<file path="src/rtl/add_sched_pkg.sv">
// Shared types for the add_sched scheduler: FSM states and statistics counter width.
// No logic; the saturating increment helper is used by the optional grant counters.
package add_sched_pkg;

  typedef enum logic [1:0] {
    IDLE = 2'd0,
    CALC = 2'd1,
    RESP = 2'd2
  } state_t;

  localparam int STATS_W = 8;

  function automatic logic [STATS_W-1:0] sat_inc(input logic [STATS_W-1:0] v);
    return (v == {STATS_W{1'b1}}) ? v : v + 1'b1;
  endfunction

endpackage

</file>
<file path="src/rtl/add_unit.sv">
// Registered unsigned adder: sum loads a+b (full DW+1 width) on the clock after en, one cycle latency.
// No backpressure; sum holds its value while en is low.
module add_unit #(
  parameter int DW = 4
) (
  input  logic          clk,
  input  logic          rst_n,
  input  logic          en,
  input  logic [DW-1:0] a,
  input  logic [DW-1:0] b,
  output logic [DW:0]   sum
);

  always_ff @(posedge clk or negedge rst_n) begin
    if (!rst_n) begin
      sum <= '0;
    end else if (en) begin
      sum <= {1'b0, a} + {1'b0, b};
    end
  end

endmodule

</file>
<file path="src/rtl/add_sched.sv">
// Round-robin scheduler sharing one registered adder; response 2 cycles after grant, one txn in flight.
// Holds the response until rsp_ready; optional per-requester grant counters under ADD_SCHED_STATS_EN.
module add_sched
  import add_sched_pkg::*;
#(
  parameter int NUM_REQ = 4,
  parameter int DW      = 4
) (
  input  logic                       clk,
  input  logic                       rst_n,
  input  logic [NUM_REQ-1:0]         req_valid,
  output logic [NUM_REQ-1:0]         req_ready,
  input  logic [NUM_REQ*DW-1:0]      req_a,
  input  logic [NUM_REQ*DW-1:0]      req_b,
  output logic                       rsp_valid,
  input  logic                       rsp_ready,
  output logic [DW:0]                rsp_sum,
  output logic [$clog2(NUM_REQ)-1:0] rsp_id
`ifdef ADD_SCHED_STATS_EN
  ,
  output logic [NUM_REQ*STATS_W-1:0] grant_cnt
`endif
);

  localparam int IDW = $clog2(NUM_REQ);

  state_t         state;
  state_t         state_nxt;
  logic [IDW-1:0] rr_ptr;
  logic [IDW-1:0] win;
  logic           found;
  logic           hs;
  logic           calc_en;
  logic [DW-1:0]  op_a;
  logic [DW-1:0]  op_b;

  function automatic logic [IDW-1:0] rr_idx(input logic [IDW-1:0] base, input int k);
    int s;
    s = int'(base) + k;
    if (s >= NUM_REQ) s = s - NUM_REQ;
    return IDW'(s);
  endfunction

  // First valid requester at or after rr_ptr, wrapping to 0.
  always_comb begin
    found = 1'b0;
    win   = '0;
    for (int k = 0; k < NUM_REQ; k++) begin
      if (!found && req_valid[rr_idx(rr_ptr, k)]) begin
        found = 1'b1;
        win   = rr_idx(rr_ptr, k);
      end
    end
  end

  always_ff @(posedge clk or negedge rst_n) begin
    if (!rst_n) begin
      state <= IDLE;
    end else begin
      state <= state_nxt;
    end
  end

  always_comb begin
    state_nxt = state;
    case (state)
      IDLE:    if (hs) state_nxt = CALC;
      CALC:    state_nxt = RESP;
      RESP:    if (rsp_ready) state_nxt = IDLE;
      default: state_nxt = IDLE;
    endcase
  end

  // Grant is suppressed while rst_n is low so nothing is offered during reset.
  always_comb begin
    req_ready = '0;
    rsp_valid = 1'b0;
    calc_en   = 1'b0;
    case (state)
      IDLE:    if (rst_n && found) req_ready[win] = 1'b1;
      CALC:    calc_en = 1'b1;
      RESP:    rsp_valid = 1'b1;
      default: ;
    endcase
  end

  assign hs = |req_ready;

  always_ff @(posedge clk or negedge rst_n) begin
    if (!rst_n) begin
      rr_ptr <= '0;
      rsp_id <= '0;
      op_a   <= '0;
      op_b   <= '0;
    end else if (hs) begin
      op_a   <= req_a[int'(win)*DW +: DW];
      op_b   <= req_b[int'(win)*DW +: DW];
      rsp_id <= win;
      rr_ptr <= (win == IDW'(NUM_REQ - 1)) ? '0 : win + 1'b1;
    end
  end

  add_unit #(
    .DW(DW)
  ) u_add (
    .clk  (clk),
    .rst_n(rst_n),
    .en   (calc_en),
    .a    (op_a),
    .b    (op_b),
    .sum  (rsp_sum)
  );

`ifdef ADD_SCHED_STATS_EN
  logic [STATS_W-1:0] cnt [NUM_REQ];

  always_ff @(posedge clk or negedge rst_n) begin
    if (!rst_n) begin
      for (int i = 0; i < NUM_REQ; i++) cnt[i] <= '0;
    end else if (hs) begin
      cnt[win] <= sat_inc(cnt[win]);
    end
  end

  for (genvar gi = 0; gi < NUM_REQ; gi++) begin : g_cnt
    assign grant_cnt[gi*STATS_W +: STATS_W] = cnt[gi];
  end
`else
  // Statistics disabled: no counters are built.
`endif

endmodule

</file>
<file path="config.mk">
export PLATFORM = sky130hd
export DESIGN_NAME = add_sched
export DESIGN_NICKNAME = d
export VERILOG_FILES = /design/src/rtl/add_sched_pkg.sv /design/src/rtl/add_unit.sv /design/src/rtl/add_sched.sv
export SDC_FILE = /design/constraint.sdc
export NUM_CORES = 1
export LEC_CHECK = 0
export CAP_MARGIN = 0
export CORE_UTILIZATION = 31
export DETAILED_ROUTE_END_ITERATION = 6
export DONT_BUFFER_PORTS = 1
export GPL_ROUTABILITY_DRIVEN = 0
export HOLD_SLACK_MARGIN = 0.06
export MAX_ROUTING_LAYER = met4
export PLACE_DENSITY = 0.5
export SETUP_SLACK_MARGIN = 0.05
export SYNTH_ARGS = -nofsm -noshare
export SYNTH_HDL_FRONTEND = slang
export SYNTH_SLANG_ARGS = --single-unit
</file>
<file path="constraint.sdc">
create_clock -name clk -period 5.6 [get_ports clk]
set_clock_uncertainty 0.2 [all_clocks]
set_input_delay 0.28 -clock clk [delete_from_list [all_inputs] [get_ports clk]]
set_output_delay 0.28 -clock clk [all_outputs]
set_load 0.1 [all_outputs]
</file>
; Word-level counts from Yosys, hierarchy flattened
; Index checks and enable logic that the tools add are counted.
[word_totals]
register_bits = 19
input_bits = 39
output_inout_bits = 12
elab_cells = 73
[op_classes]
n_addsub = 9
n_lt_le_gt_ge = 10
eq_ne = 5
n_shift = 2
mux = 30
n_reduce_logical = 11
[op_table]
columns = cell, count
row1 = variable part select 16 x 5 -> 4 bit, 2
row2 = two-way mux 2 bit, 11
row3 = < comparator 2 x 3 -> 1 bit (second input constant), 5
row4 = two-way mux 1 bit, 11
row5 = >= comparator 3 bit (second input constant), 3
row6 = binary-select mux 1 bit (select 2 bit), 4
row7 = two-way mux 4 bit, 2
row8 = subtractor 2 x 1 -> 2 bit (second input constant), 4
row9 = adder 2 x 2 -> 3 bit (second input constant), 2
row10 = case mux 2 bit (3 select lines), 1
row11 = adder 4 x 4 -> 5 bit, 1
row12 = logical AND 1 bit, 5
row13 = == test 2 bit (second input constant), 2
row14 = != test 2 bit (second input constant), 2
row15 = OR reduction 4 bit, 1
row16 = adder 2 x 1 -> 3 bit (second input constant), 1
row17 = >= comparator 2 x 3 -> 1 bit (second input constant), 1
row18 = logical NOT 1 bit, 3
row19 = adder 2 x 1 -> 2 bit (second input constant), 1
row20 = demux 1 bit (select 2 bit), 1
row21 = == test 2 x 1 -> 1 bit (second input constant), 1
row22 = >= comparator 2 x 1 -> 1 bit (second input constant), 1
row23 = logical NOT 2 bit, 1
row24 = AND reduction 2 bit, 1

; Depth between registers and ports, before layout
[depth]
word_depth = 23
depth_mapped = 11
depth_no_buf = 9

; Cells and area by module
; Synthesis repeated with hierarchy kept, for this count alone.
[hier_totals]
cells_unflattened = 117
area_unflattened_um2 = 1317.5
[by_module_without_submodules]
columns = mod, instances, cells_per_inst, area_each_um2, seq_area_each_um2
row1 = add_sched, 1, 85, 972.2, 350.3
row2 = add_unit, 1, 32, 345.3, 125.1

; Worst setup path before layout
; No wires, ideal clock.
[synth_path]
kind = register -> output
start = register rr_ptr[0]
end = output req_ready[0]
arrival_ns = 2.378
t_required_ns = 5.120
slack_ns = 2.742
stages_incl_launch_ff = 7
n_path_buf = 1
path_cell_list = dfrtp_1 > or2b_1 > a21o_1 > o211ai_2 > buf_6 > inv_1 > nor2_1
[synth_via]
elab_chain_cells = 20
word_cells_on_any_way = 45
classes_between = 7 x add/sub / 6 x order compare / 24 x mux / 8 x reduce/logical
[synth_lines]
columns = item, line
row1 = "start, declared", add_sched.sv:29  ; logic [IDW-1:0] rr_ptr;
row2 = "start signal, assigned", add_sched.sv:99  ; rr_ptr <= (win == IDW'(NUM_REQ - 1)) ? '0 : win + 1'b1;
row3 = branches (longest 18 deep; another with adder 2 x 1 -> 3 bit), n/a
row4 = two-way mux 4 bit (*), add_sched.sv:80  ; IDLE: if (rst_n && found) req_ready[win] = 1'b1;
row5 = two-way mux 4 bit (*), add_sched.sv:79  ; case (state)
row6 = "end, declared", add_sched.sv:12  ; output logic [NUM_REQ-1:0] req_ready,
; Mark *: on every way between the ends. The select of a mux whose other input is x is not followed.

; Final worst setup path
[layout_path]
start = register rr_ptr[0]
end = register rr_ptr[1]
[layout_via]
elab_chain_cells = 21
word_cells_on_any_way = 49
classes_between = 8 x add/sub / 6 x order compare / 1 x eq/ne / 25 x mux / 9 x reduce/logical
[layout_lines]
columns = item
row1 = branches (longest 21 deep; another with adder 2 x 1 -> 3 bit)
; Several ways; the timed one is not identified. The select of a mux whose other input is x is not followed.
; A chain may end at the register's enable or synchronous reset.

==> results.md <==
- The number of port buffers is 0.
- The headroom to the max-slew limit is between 20% and 30%.
- The run finished with clean final reports.
- The fraction of met3 tracks used by global routing is under 10%.
- The H-tree level count is 1.
- STA classifies the critical path startpoint as a flip-flop.
- The worst setup path is of the flip-flop to flip-flop kind.
- The area fraction of the dominant cell type after synthesis is between 30% and 40%.
- The repair_antennas step left the layout with diodes totalling 0.
- The via density per instance is approximately 5.
- The sequential share of power is 46.4%.
- The class of the worst hold path is primary input to flip-flop.
- Measured in cells, the most critical reg-to-reg path has a length of 7.
- On the critical path, the stage with the largest delay is an instance of o31ai_2.
- Adding up every negative setup slack in the final design gives 0 ps.
- The final hold slack is approximately 60 ps.
- The number of endpoints with negative hold slack in the final report is 0.
- After layout, the worst path uses between 50% and 60% of the clock period.
- The count of maximum capacitance violations is 0.
- The count of boundary I/O pins is roughly 50.
- In this run the register-to-register setup slack is 2440 ps.
- The chip width is 64.8 µm.
- Following the worst setup path forward leads to its endpoint at rr_ptr[1]$_DFFE_PN0P_.
- The endpoint identified for the worst register-to-register timing path is rr_ptr[1]$_DFFE_PN0P_.
- The total internal power is between 0.4 and 0.5 mW.
- The number of cell rows is 22.
- The number of global-route vias before repair came to between 800 and 900.
- The floorplan step set the die height to ~65 µm.
- The net switching power is ~0.49 mW.
- Compared with the post-synthesis result, the final layout area differs by 15.3%.
- Summed over all cells, the static leakage comes to 0.686 nW.
- After synthesis the cells add up to around 1200 µm².
- The worst setup path startpoint is rr_ptr[0]$_DFFE_PN0P_.
- The worst setup path is captured at a flip-flop.
- The top cell family by delay on the critical path is compound AO/OA/AOI/OAI gates.
- The number of max-slew violations in the final report was 0.
- By area the synthesized netlist is led by dfrtp_1 39%, mux2i_1 13%, ha_1 6.1%.
- The signal on the critical path passes through or2b_1 -> a21oi_1 -> nor2_1 -> ha_1 -> or2_2 -> o31ai_2 -> mux2_2.
- The die area is ~4200 µm².
- The post-CTS setup-driven buffer insertion count is 0.
- The root buffer cell is clkbuf_8.
- The post-cts hold buffer count is 11.
- The initial antenna violation count is 0.
- In this run the most critical hold path is launched from req_b[8].
- The peak-usage layer in the global routing report is met2.
- The Yosys warning count is 0.
- The largest net degree at the start of global routing is 20.
- The number of buffers and inverters on the critical path is 0.
- The peak clock frequency supported by timing is roughly 0.32 GHz.
- The met1 demand-to-capacity share in global routing is 15.4%.
- Setup violations remaining at the end of the flow were counted as 0.
- In the synthesized netlist, the number of instances is ~120.
- The worst path in the final design needs a cycle of between 3000 and 4000 ps, including I/O delays and setup.
- The average routed wire per standard cell is between 10 and 15 µm.
- The maximum resistive drop on vdd is ~190 µV.
- The met2 track demand over resource is 21.9%.
- In this run, the clock network consumes 10.5% of the power.
- TritonCTS built the clock tree.
- The worst path required time is approximately 5500 ps.
- The detailed-routing iteration count for the pre-antenna-repair pass is 4.
- The largest stage delay on the critical path is approximately 800 ps.
- The largest total area in the synthesized netlist belongs to dfrtp_1.
- The final antenna-violating net count is 0.
- The fraction of layout instances using a drive strength above 1 is ~14%.
- The wire-length estimate of the detail-placed layout is 1.88 mm.
- In the synthesized netlist the async set-or-reset flop fraction comes to 100%.
- The initial standard-cell utilization of the core is about 33%.
- The insertion delay to the later sink of the worst-skew pair is 250 ps.
- dfrtp_1 is the most common cell in the netlist.
- For the worst setup path, the data arrival time is 3110 ps.
- The initial detailed-routing violation count is 10.
- The most used flip-flop cell after synthesis is dfrtp_1.
- After the last flow step, the layout net total stands at between 150 and 200.
- In this run, the combinational gates consume approximately 43% of the power.
- The maximum buffer depth of the clock tree is 2.
- Setup repair after global routing left no endpoint under its margin.
- Sequential cells were found to cover 38.9% of the synthesized design area.
- The floorplan step defined a core boundary enclosing between 3000 and 4000 µm².
- In this run the power density over the cells is around 630 nW/µm².
- CTS saw 19 sinks.
- The launch instance of the worst register-to-register path is rr_ptr[0]$_DFFE_PN0P_.
- Counting distinct cell types in the post-synthesis netlist gives 31.
- The clock input transition at the sequential cells of the worst setup and hold paths is about 70 ps.
- Post-CTS repair changed the size of 0 cells.
- Synthesis inferred 19 register bits.
- In this run the mean area of a mapped cell was ~11 µm².
- The highest fanout seen on the critical path is 14.
- The via count of the routed design is a little under 900.
- The number of remaining DRC errors is 0.
- The number of buffers created by CTS is 3.
- The post-synth net total is around 160.
- After detailed routing, the total wire length is 2.55 mm.
- In this run switching power makes up between 50% and 60% of total power.
- The aggregate global routing overflow is 0.
- For the pin with the worst max-slew slack, the measured transition is 1060 ps.
- In the synthesized netlist, the cells that appear most often are 19 x dfrtp_1, 16 x mux2i_1, 15 x nand2_1, 9 x inv_1, 8 x o221ai_1.
- Across every metal layer, demand over resource in global routing totals 13.3%.
- The synthesized design contains 0 enable-type register cells.
- The logic depth of the worst path, buffers included is 7.
- The wire length of the first global-routing pass is just over 4 mm.
[final cells by class]
class | instances | area [µm²]
clock buffer | 3 | 41.3
clock inverter | 1 | 5.00
fill | 388 | 2300
inverter | 9 | 33.8
multi-input combinational | 84 | 678
sequential | 19 | 475
tap | 48 | 60.1
timing repair buffer | 12 | 118
[cells in the final DEF, fill, tap and decap left out, types with 2 or more instances in the layout]
master / instances
nand2b_1: 2
and2_1: 2
a21o_1: 3
ha_1: 6
nor2_2: 2
inv_1: 9
a21oi_1: 4
o221ai_1: 8
xor2_1: 2
mux2_2: 2
mux2i_1: 16
o21ai_0: 5
or2b_1: 2
nand2_1: 15
dfrtp_1: 19
dlygate4sd3_1: 11
clkbuf_8: 3
nor2_1: 2
[how the worst min path moves through the flow]
stage	end	slack, ps	depth (start not counted)
3_5_place_dp	state[1]$_DFFE_PN0P_	-210	0
6_report	op_b[0]$_DFFE_PN0P_	60	2
2_1_floorplan	op_a[0]$_DFFE_PN0P_	-220	0
5_1_grt	op_b[0]$_DFFE_PN0P_	70	2
3_3_place_gp	state[1]$_DFFE_PN0P_	-210	0
4_1_cts	op_a[3]$_DFFE_PN0P_	60	2
[flip-flops by register name, indices dropped and copies added (netlist names)]
name	count
rr_ptr	2
op_b	4
state	2
u_add.sum	5
op_a	4
rsp_id	2
[metrics by stage]
step	setup slack, ps	power, mW	utilization, %	instances	cell area, µm²
after floorplan	2740	0.737	-	116	1220
after global placement	2540	0.780	33.8	161	1250
after detailed placement	2440	0.788	33.8	161	1250
after CTS	2420	0.904	38.0	176	1410
after global routing	2230	0.953	38.0	176	1410
final	2440	0.890	38.0	176	1410
[power groups by stage]
stage | Combinational (mW) | Clock, mW | Sequential [mW]
detailed placement | 0.371 | 0 | 0.417
floorplan | 0.333 | 0 | 0.404
CTS | 0.391 | 0.0987 | 0.414
global route | 0.429 | 0.102 | 0.422
global placement | 0.365 | 0 | 0.415
finish | 0.384 | 0.0933 | 0.413
[routing by layer]
metal  vias up  routed length [µm]  share of wire [%]
li1        437                   -                  -
met1       424                1120                 44
met2        29                1260                 50
met3         2                 134                5.3
met4         0                  30                1.2
met5         -                   0                  0
[cells by family after synthesis]
family	synth area share, %
and+or+nand+nor	14.5
AOI/OAI and AO/OA	16.4
DFF	38.9
muxes	14.9
buffers and inverters	6.13
adders and majority gates	7.77
xor gates and xnor gates	1.43
[worst register-to-register path, cell delays in order (launching register included)]
cell     delay (ps)
dfrtp_1         420
or2b_1          250
a21oi_1         310
nor2_1          140
ha_1            220
or2_2           320
o31ai_2         780
mux2_2          410
Note: power is estimated with default switching activity, not from simulation.
